==> src/rtl/cic_pkg.sv <==
// Shared helpers for the CIC decimator: ceiling log2, register-width
// calculation, and a signed accumulator type for the default configuration.
package cic_pkg;

  function automatic int clog2(input int value);
    int result;
    result = 0;
    for (int i = 0; i < 31; i++) begin
      if ((32'sd1 <<< i) < value) begin
        result = i + 32'sd1;
      end else begin
        result = result;
      end
    end
    return result;
  endfunction

  // Full-precision register width: every integrator and comb uses this width
  function automatic int cic_width(input int wi, input int order,
                                   input int rate, input int diff_delay);
    return wi + order * clog2(rate * diff_delay);
  endfunction

  localparam int CIC_WG_DEFAULT = cic_width(32'sd25, 32'sd3, 32'sd32, 32'sd1);
  typedef logic signed [CIC_WG_DEFAULT-1:0] cic_acc_t;

endpackage

==> src/rtl/cic_comb_stage.sv <==
// One CIC comb section: y = x - x delayed by DIFF_DELAY decimated samples,
// with a registered valid that follows the data one clock behind.
module cic_comb_stage
  import cic_pkg::*;
#(
  parameter int WG         = 8,
  parameter int DIFF_DELAY = 1
) (
  input  logic                 clk,
  input  logic                 rst,
  input  logic                 valid_in,
  input  logic signed [WG-1:0] x,
  output logic                 valid_out,
  output logic signed [WG-1:0] y
);

  logic signed [WG-1:0] dly_r [DIFF_DELAY];
  logic signed [WG-1:0] y_r;
  logic                 valid_r;

  // Difference and delay-line shift, advancing only on qualified samples
  always_ff @(posedge clk) begin
    if (rst) begin
      for (int i = 0; i < DIFF_DELAY; i++) begin
        dly_r[i] <= {WG{1'b0}};
      end
      y_r     <= {WG{1'b0}};
      valid_r <= 1'b0;
    end else begin
      valid_r <= valid_in;
      if (valid_in) begin
        y_r      <= x - dly_r[DIFF_DELAY-1];
        dly_r[0] <= x;
        for (int i = 1; i < DIFF_DELAY; i++) begin
          dly_r[i] <= dly_r[i-1];
        end
      end
    end
  end

  assign valid_out = valid_r;
  assign y         = y_r;

endmodule

==> src/rtl/cic_decimator_multistage.sv <==
// Hogenauer CIC decimator: ORDER integrators at the input rate, decimate by
// RATE on a qualifying enable, ORDER comb stages, then an optional rescale.
module cic_decimator_multistage
  import cic_pkg::*;
#(
  parameter int width_H    = 5,
  parameter int width_W    = 20,
  parameter int ORDER      = 3,
  parameter int RATE       = 32,
  parameter int DIFF_DELAY = 1,
  parameter int WIDTH_O    = 0,
  parameter int ROUND      = 0,
  localparam int WI = width_H + width_W,
  localparam int WG = cic_width(WI, ORDER, RATE, DIFF_DELAY),
  localparam int WO = (WIDTH_O == 0) ? WG : WIDTH_O
) (
  input  logic                 clk,
  input  logic                 rst,
  input  logic                 data_i_en,
  input  logic signed [WI-1:0] data_i,
  output logic                 data_o_en,
  output logic signed [WO-1:0] data_o
);

  typedef logic signed [WG-1:0] acc_t;

  localparam int            CW       = clog2(RATE);
  localparam logic [CW-1:0] CNT_MAX  = CW'(RATE - 1);
  localparam logic [CW-1:0] CNT_ONE  = CW'(32'd1);
  localparam logic [CW-1:0] CNT_ZERO = CW'(32'd0);

  acc_t          data_ext_s;
  acc_t          integ_r [ORDER];
  logic [CW-1:0] cnt_r;
  logic          dec_pend_r;
  acc_t          cap_r;
  logic          cap_v_r;
  acc_t          comb_x_s [ORDER+1];
  logic          comb_v_s [ORDER+1];
  logic signed [WO-1:0] out_s;
  logic signed [WO-1:0] data_o_r;
  logic                 data_o_en_r;

  assign data_ext_s = acc_t'(data_i);

  // Integrator chain and decimation counter; both freeze while data_i_en is low
  always_ff @(posedge clk) begin
    if (rst) begin
      for (int k = 0; k < ORDER; k++) begin
        integ_r[k] <= {WG{1'b0}};
      end
      cnt_r      <= CNT_ZERO;
      dec_pend_r <= 1'b0;
    end else begin
      dec_pend_r <= data_i_en && (cnt_r == CNT_MAX);
      if (data_i_en) begin
        integ_r[0] <= integ_r[0] + data_ext_s;
        for (int k = 1; k < ORDER; k++) begin
          integ_r[k] <= integ_r[k] + integ_r[k-1];
        end
        cnt_r <= (cnt_r == CNT_MAX) ? CNT_ZERO : (cnt_r + CNT_ONE);
      end
    end
  end

  // Capture the last integrator on the edge after every RATE-th accepted sample
  always_ff @(posedge clk) begin
    if (rst) begin
      cap_r   <= {WG{1'b0}};
      cap_v_r <= 1'b0;
    end else begin
      cap_v_r <= dec_pend_r;
      if (dec_pend_r) begin
        cap_r <= integ_r[ORDER-1];
      end
    end
  end

  assign comb_x_s[0] = cap_r;
  assign comb_v_s[0] = cap_v_r;

  for (genvar g = 0; g < ORDER; g++) begin : g_comb
    cic_comb_stage #(
      .WG        (WG),
      .DIFF_DELAY(DIFF_DELAY)
    ) u_comb (
      .clk      (clk),
      .rst      (rst),
      .valid_in (comb_v_s[g]),
      .x        (comb_x_s[g]),
      .valid_out(comb_v_s[g+1]),
      .y        (comb_x_s[g+1])
    );
  end

  if (WO == WG) begin : g_full
    assign out_s = comb_x_s[ORDER];
  end else begin : g_scaled
    localparam int            SH      = WG - WO;
    localparam logic [WG-1:0] RND_INC = WG'(32'd1) << (SH - 1);
    logic [WG-1:0] sum_s;

    // Optional half-up rounding offset; the sum wraps in WG bits
    always_comb begin
      sum_s = comb_x_s[ORDER];
      if (ROUND != 0) begin
        sum_s = comb_x_s[ORDER] + RND_INC;
      end else begin
        sum_s = comb_x_s[ORDER];
      end
    end

    assign out_s = WO'(sum_s >> SH);
  end

  // Output register: one-cycle strobe, data held between strobes
  always_ff @(posedge clk) begin
    if (rst) begin
      data_o_r    <= {WO{1'b0}};
      data_o_en_r <= 1'b0;
    end else begin
      data_o_en_r <= comb_v_s[ORDER];
      if (comb_v_s[ORDER]) begin
        data_o_r <= out_s;
      end
    end
  end

  assign data_o    = data_o_r;
  assign data_o_en = data_o_en_r;

endmodule
==> config.mk <==
export PLATFORM = sky130hd
export DESIGN_NAME = cic_decimator_multistage
export DESIGN_NICKNAME = d
export VERILOG_FILES = /design/src/rtl/cic_pkg.sv /design/src/rtl/cic_comb_stage.sv /design/src/rtl/cic_decimator_multistage.sv
export SDC_FILE = /design/constraint.sdc
export NUM_CORES = 1
export LEC_CHECK = 0
export CORE_MARGIN = 2
export CORE_UTILIZATION = 64
export DETAILED_ROUTE_END_ITERATION = 8
export PLACE_DENSITY = 0.88
export SLEW_MARGIN = 20
export SYNTH_ARGS = -nofsm -noshare
export SYNTH_HDL_FRONTEND = slang
export SYNTH_SLANG_ARGS = --single-unit
export TNS_END_PERCENT = 1
==> constraint.sdc <==
create_clock -name clk -period 4.35 [get_ports clk]
set_clock_uncertainty 0.15 [all_clocks]
set_input_delay 0.6525 -clock clk [delete_from_list [all_inputs] [get_ports clk]]
set_output_delay 0.6525 -clock clk [all_outputs]
set_load 0.05 [all_outputs]
[After elaboration in Yosys (flattened, before gate mapping)]
Memories as Yosys holds them, arrays and structs flattened.
Index checks and enable logic that the tools add are counted.
Word-level totals
  register bits: 211
  RAM bits: 240
  input bits: 28
  word-level logic and storage cells: 55
  memories: 4
Memory list
  integ_r: depth 3, bits a word 40, read ports 3, clocked after Yosys merged registers in 0, write ports 3, RTL line cic_decimator_multistage.sv:33  | acc_t integ_r [ORDER];
  g_comb[0].u_comb.dly_r: depth 1, bits a word 40, read ports 1, clocked after Yosys merged registers in 0, write ports 1, RTL line cic_comb_stage.sv:17  | logic signed [WG-1:0] dly_r [DIFF_DELAY];
  g_comb[1].u_comb.dly_r: depth 1, bits a word 40, read ports 1, clocked after Yosys merged registers in 0, write ports 1, RTL line cic_comb_stage.sv:17
  g_comb[2].u_comb.dly_r: depth 1, bits a word 40, read ports 1, clocked after Yosys merged registers in 0, write ports 1, RTL line cic_comb_stage.sv:17
Cells by class
  $add $sub $neg: 7
  equality and inequality tests: 1
  multiplexer cells: 24
  bitwise operators: 3
  reductions and logical operators: 4
Operators with widths (count)
  $mux W40: 6
  $reduce_or A40 Y1: 3
  $sub A40 B40 Y40: 3
  $add A40 B40 Y40: 2
  $add A40 B25 Y40: 1
  $mux W1: 17
  $add A5 B1 Y5 const B: 1
  $eq A5 B5 Y1 const B: 1
  $mux W5: 1
  $or A1 B1 Y1: 3
  $logic_and A1 B1 Y1: 1

[Depth between registers and ports, before layout]
  depth in word-level cells: 5
  mapped depth: 12
  mapped depth without buffers: 12

[Cells and area by module]
Synthesis repeated with hierarchy kept, for this count alone.
Second synthesis, totals
  cell total of the unflattened synthesis: 3076
  area total of the unflattened synthesis: 28942.8 um^2
Modules (own cells, without submodules)
  cic_comb_stage: instances 3, cells an instance 540, area an instance 5113.7 um^2
  cic_decimator_multistage: instances 1, cells an instance 1456, area an instance 13601.8 um^2

[Worst setup path before layout]
OpenSTA, ideal clock, no wires.
  path kind: input port to flip-flop
  from: input port rst
  to: memory integ_r[0][0] in the netlist's numbering (enable)
  arrival: 2.734 ns
  path slack: 1.038 ns
  stages: 3
  cells stage by stage: clkbuf_1 -> clkbuf_1 -> or2_2
RTL lines
  start, declared: RTL line cic_decimator_multistage.sv:18  | input logic rst,
  end, declared: RTL line cic_decimator_multistage.sv:33

==> metrics <==
CP max stage cell=a31oi_1; Max Slew Vio Count=0; post-CTS setup buffer count=0; final core occ=a little over two thirds; worst relative slew slack=about a third; leakage=13.7 nW; Hold Crit Class=reg2reg; Worst Hold Launch=g_comb[2].u_comb.y[24]; Die X=217 µm; first-pass GRT wire length=110000 µm; CTS tree=done; Sequential Area=11400 µm²; CTS sink cnt=451; syn avg cell area=9.05 µm²; Crit. End Element=flop; top cell type's share of synthesized area=between 20% and 30%; commonest non-fill, non-tap cells in the layout=nor2_1, a21oi_1, edfxtp_1; Crit path required time=4.52 ns; post-synthesis cell area=29200 µm²; post-synthesis cell count=3221; post-synth net total=about 3500; Final Power=11.1 mW; largest family of logic cells by synthesized area=compound AO/OA/AOI/OAI gates; Critical path buffers and inverters=0; number of diodes=0; WL/cell=between 15 and 20 µm; Worst path top cell family by delay=compound AO/OA/AOI/OAI gates; Compound-Gate Fraction of Synth Area=18.9%; drt first-iter violations=1432; RD Place Congestion=between 0.9 and 1; P&R area growth vs syn=9.44%; worst path arrival time=4.02 ns; Remaining DRCs=0; area of the multi-input gates=between 15000 and 20000 µm²; xor and xnor area share after synthesis=6.10%; hold_buf cts=0; Initial DRT Pass Iterations=6; fmax=0.259 GHz; Seq/Total Area, Yosys=39.2%; largest net degree at the start of global routing=81; Final nets=3489; CP max stage delay=0.47 ns; post-synthesis simple-gate area fraction=around 16%; clock insertion delay at the later pin of the skew report=0.59 ns; Final Hold Viols=0; Port Buffer Count=between 60 and 70; Yosys cell types=87; cell row count=~80; yosys warns=0; Worst Path Class, Setup=reg2reg; Vias=between 20000 and 25000; core outline area=45200 µm²; Worst setup SP type=flop; critical-path cell list=ha_1 -> fa_1 -> a211oi_1 -> o21bai_1 -> a221oi_1 -> o22ai_1 -> a31oi_1 -> o311a_1 -> o21ai_0 -> xnor2_1 -> nor2_1; #FFs+latches synth=451; Final min period=3.85 ns; root buf cell=clkbuf_16; pwr dens=347 nW/µm²; Cells after DPL=3769; maxcap violations=0; cts repair resizes=0; main area contributors after synthesis=edfxtp_1, dfxtp_1, ha_1; Tightest Pin Transition=between 1 and 1.5 ns; FILL cells=3338; Synth Flop Type=edfxtp_1; Post-DP Area=slightly above 30000 µm²; clock tree buffer depth=3; largest fanout on the critical path=4; RSZ-0062 raised after global routing=no; mux contribution to synthesized area=4.54%; worst reg2reg path startpoint=integ_r[0][0]; die height=217 µm; setup violators final=0; Cell Count, Final, Fillers Out=just under 4000; Synth Area in Adders=between 10% and 20%; initial antenna violation count=0; Post-Layout Inst Area=31900 µm²; most common cell after layout, fill and taps aside=nor2_1; Async SR Flop Fraction=0%; EDFF count, synth=240; Fin Setup TNS=0 ns; fin crit share=88.6%; die area=47300 µm²; Setup crit start=integ_r[0][0]; status=complete, no violations; number of global-route vias before repair=roughly 23000; hpwl dp=48500 µm; H-tree depth=2; CTS clk-pin slew, worst paths=0.06 ns; initial core utilization=64.5%; largest area contributor in the netlist=edfxtp_1; IR drop worst, VDD=0.330 mV; WL final=65700 µm; share of layout cells above drive strength 1=slightly below 5%; grt total ovfl=0; Ports=~70; Routed Antenna Nets=0; via-per-instance ratio=6.01; Num CTS Buffers=48; Tot GR Track Use=between 20 and 30%
==> cell usage after synthesis, types with 15 or more instances <==
master    number
nor2_1       356
a21oi_1      268
edfxtp_1     240
ha_1         236
nand2_1      232
dfxtp_1      211
inv_1        175
o21ai_0      175
a21o_1       157
and2_1       135
clkbuf_1     132
mux2i_1      130
xnor2_1      116
xor2_1        87
nand4_1       67
nor3_1        45
nand3_1       41
a211oi_1      37
o21bai_1      35
nand2b_1      31
o21a_1        30
nor2b_1       23
and3_1        22
a31oi_1       19
o31ai_1       15
==> area by class of cell <==
class                   instances  share of cell area, %
repair buffers                 99                   2.93
multi-input cells            2443                   51.7
flip-flops and latches        451                   35.8
inverters                     176                   2.07
clock inverters                25                  0.698
clock buffers                  64                   4.41
well taps                     600                   2.35
==> worst paths after layout <==
| path | depth (start not counted) | slack [ns] | to |
|---|---|---|---|
| worst max-delay path | 11 | 0.50 | integ_r[0][76] |
| worst min-delay path | 2 | 0.31 | g_comb[2].u_comb.y[24] |
| worst min register to register | 2 | 0.31 | g_comb[2].u_comb.y[24] |
| worst max register to register | 11 | 0.50 | integ_r[0][76] |
==> tightest hold or removal path, cell delays in order (launching register included) <==
cell and delay, ns:
dfxtp_1 0.33, nand2_1 0.04, o21ai_0 0.06
==> cell families after synthesis <==
family	Yosys count
AO/OA/AOI/OAI	858
XOR/XNOR	203
adder cells (fa/ha/maj)	242
buffers and inverters	327
flip-flops	451
multiplexers	132
AND/OR/NAND/NOR	1008
==> through the flow <==
| stage | worst slack (ns) | hold slack [ns] |
|---|---|---|
| after detailed placement | 0.365 | 0.301 |
| final | 0.496 | 0.311 |
| after global placement | 0.377 | 0.288 |
| after CTS | 0.610 | 0.316 |
| after global routing | 0.296 | 0.350 |
| after floorplan | 1.04 | 0.275 |
==> metal layers <==
| metal | GRT usage (%) | vias up | share of wire [%] |
|---|---|---|---|
| met3 | 3.51 | 199 | 3.7 |
| li1 | - | 11500 | - |
| met5 | 0 | - | 0 |
| met2 | 52.7 | 661 | 51 |
| met4 | 11.1 | 0 | 3.9 |
| met1 | 31.6 | 10800 | 41 |
==> registers in the layout, summed over array words and instances (netlist names) <==
register                 flops
g_comb.u_comb.valid_out      3
integ_r                    120
g_comb.u_comb.y            120
cap_v_r                      1
dec_pend_r                   1
g_comb.u_comb.dly_r        120
data_o                      40
cnt_r                        5
cap_r                       40
data_o_en                    1
==> power by group <==
group | total, mW | leakage, nW | internal, mW | switching [mW]
Sequential | 4.85 | 4.16 | 4.71 | 0.140
Clock | 4.15 | 0.792 | 2.42 | 1.73
Combinational | 2.08 | 8.76 | 0.830 | 1.25
Total | 11.1 | 13.7 | 7.96 | 3.12
Power figures use the tool's default switching activity.
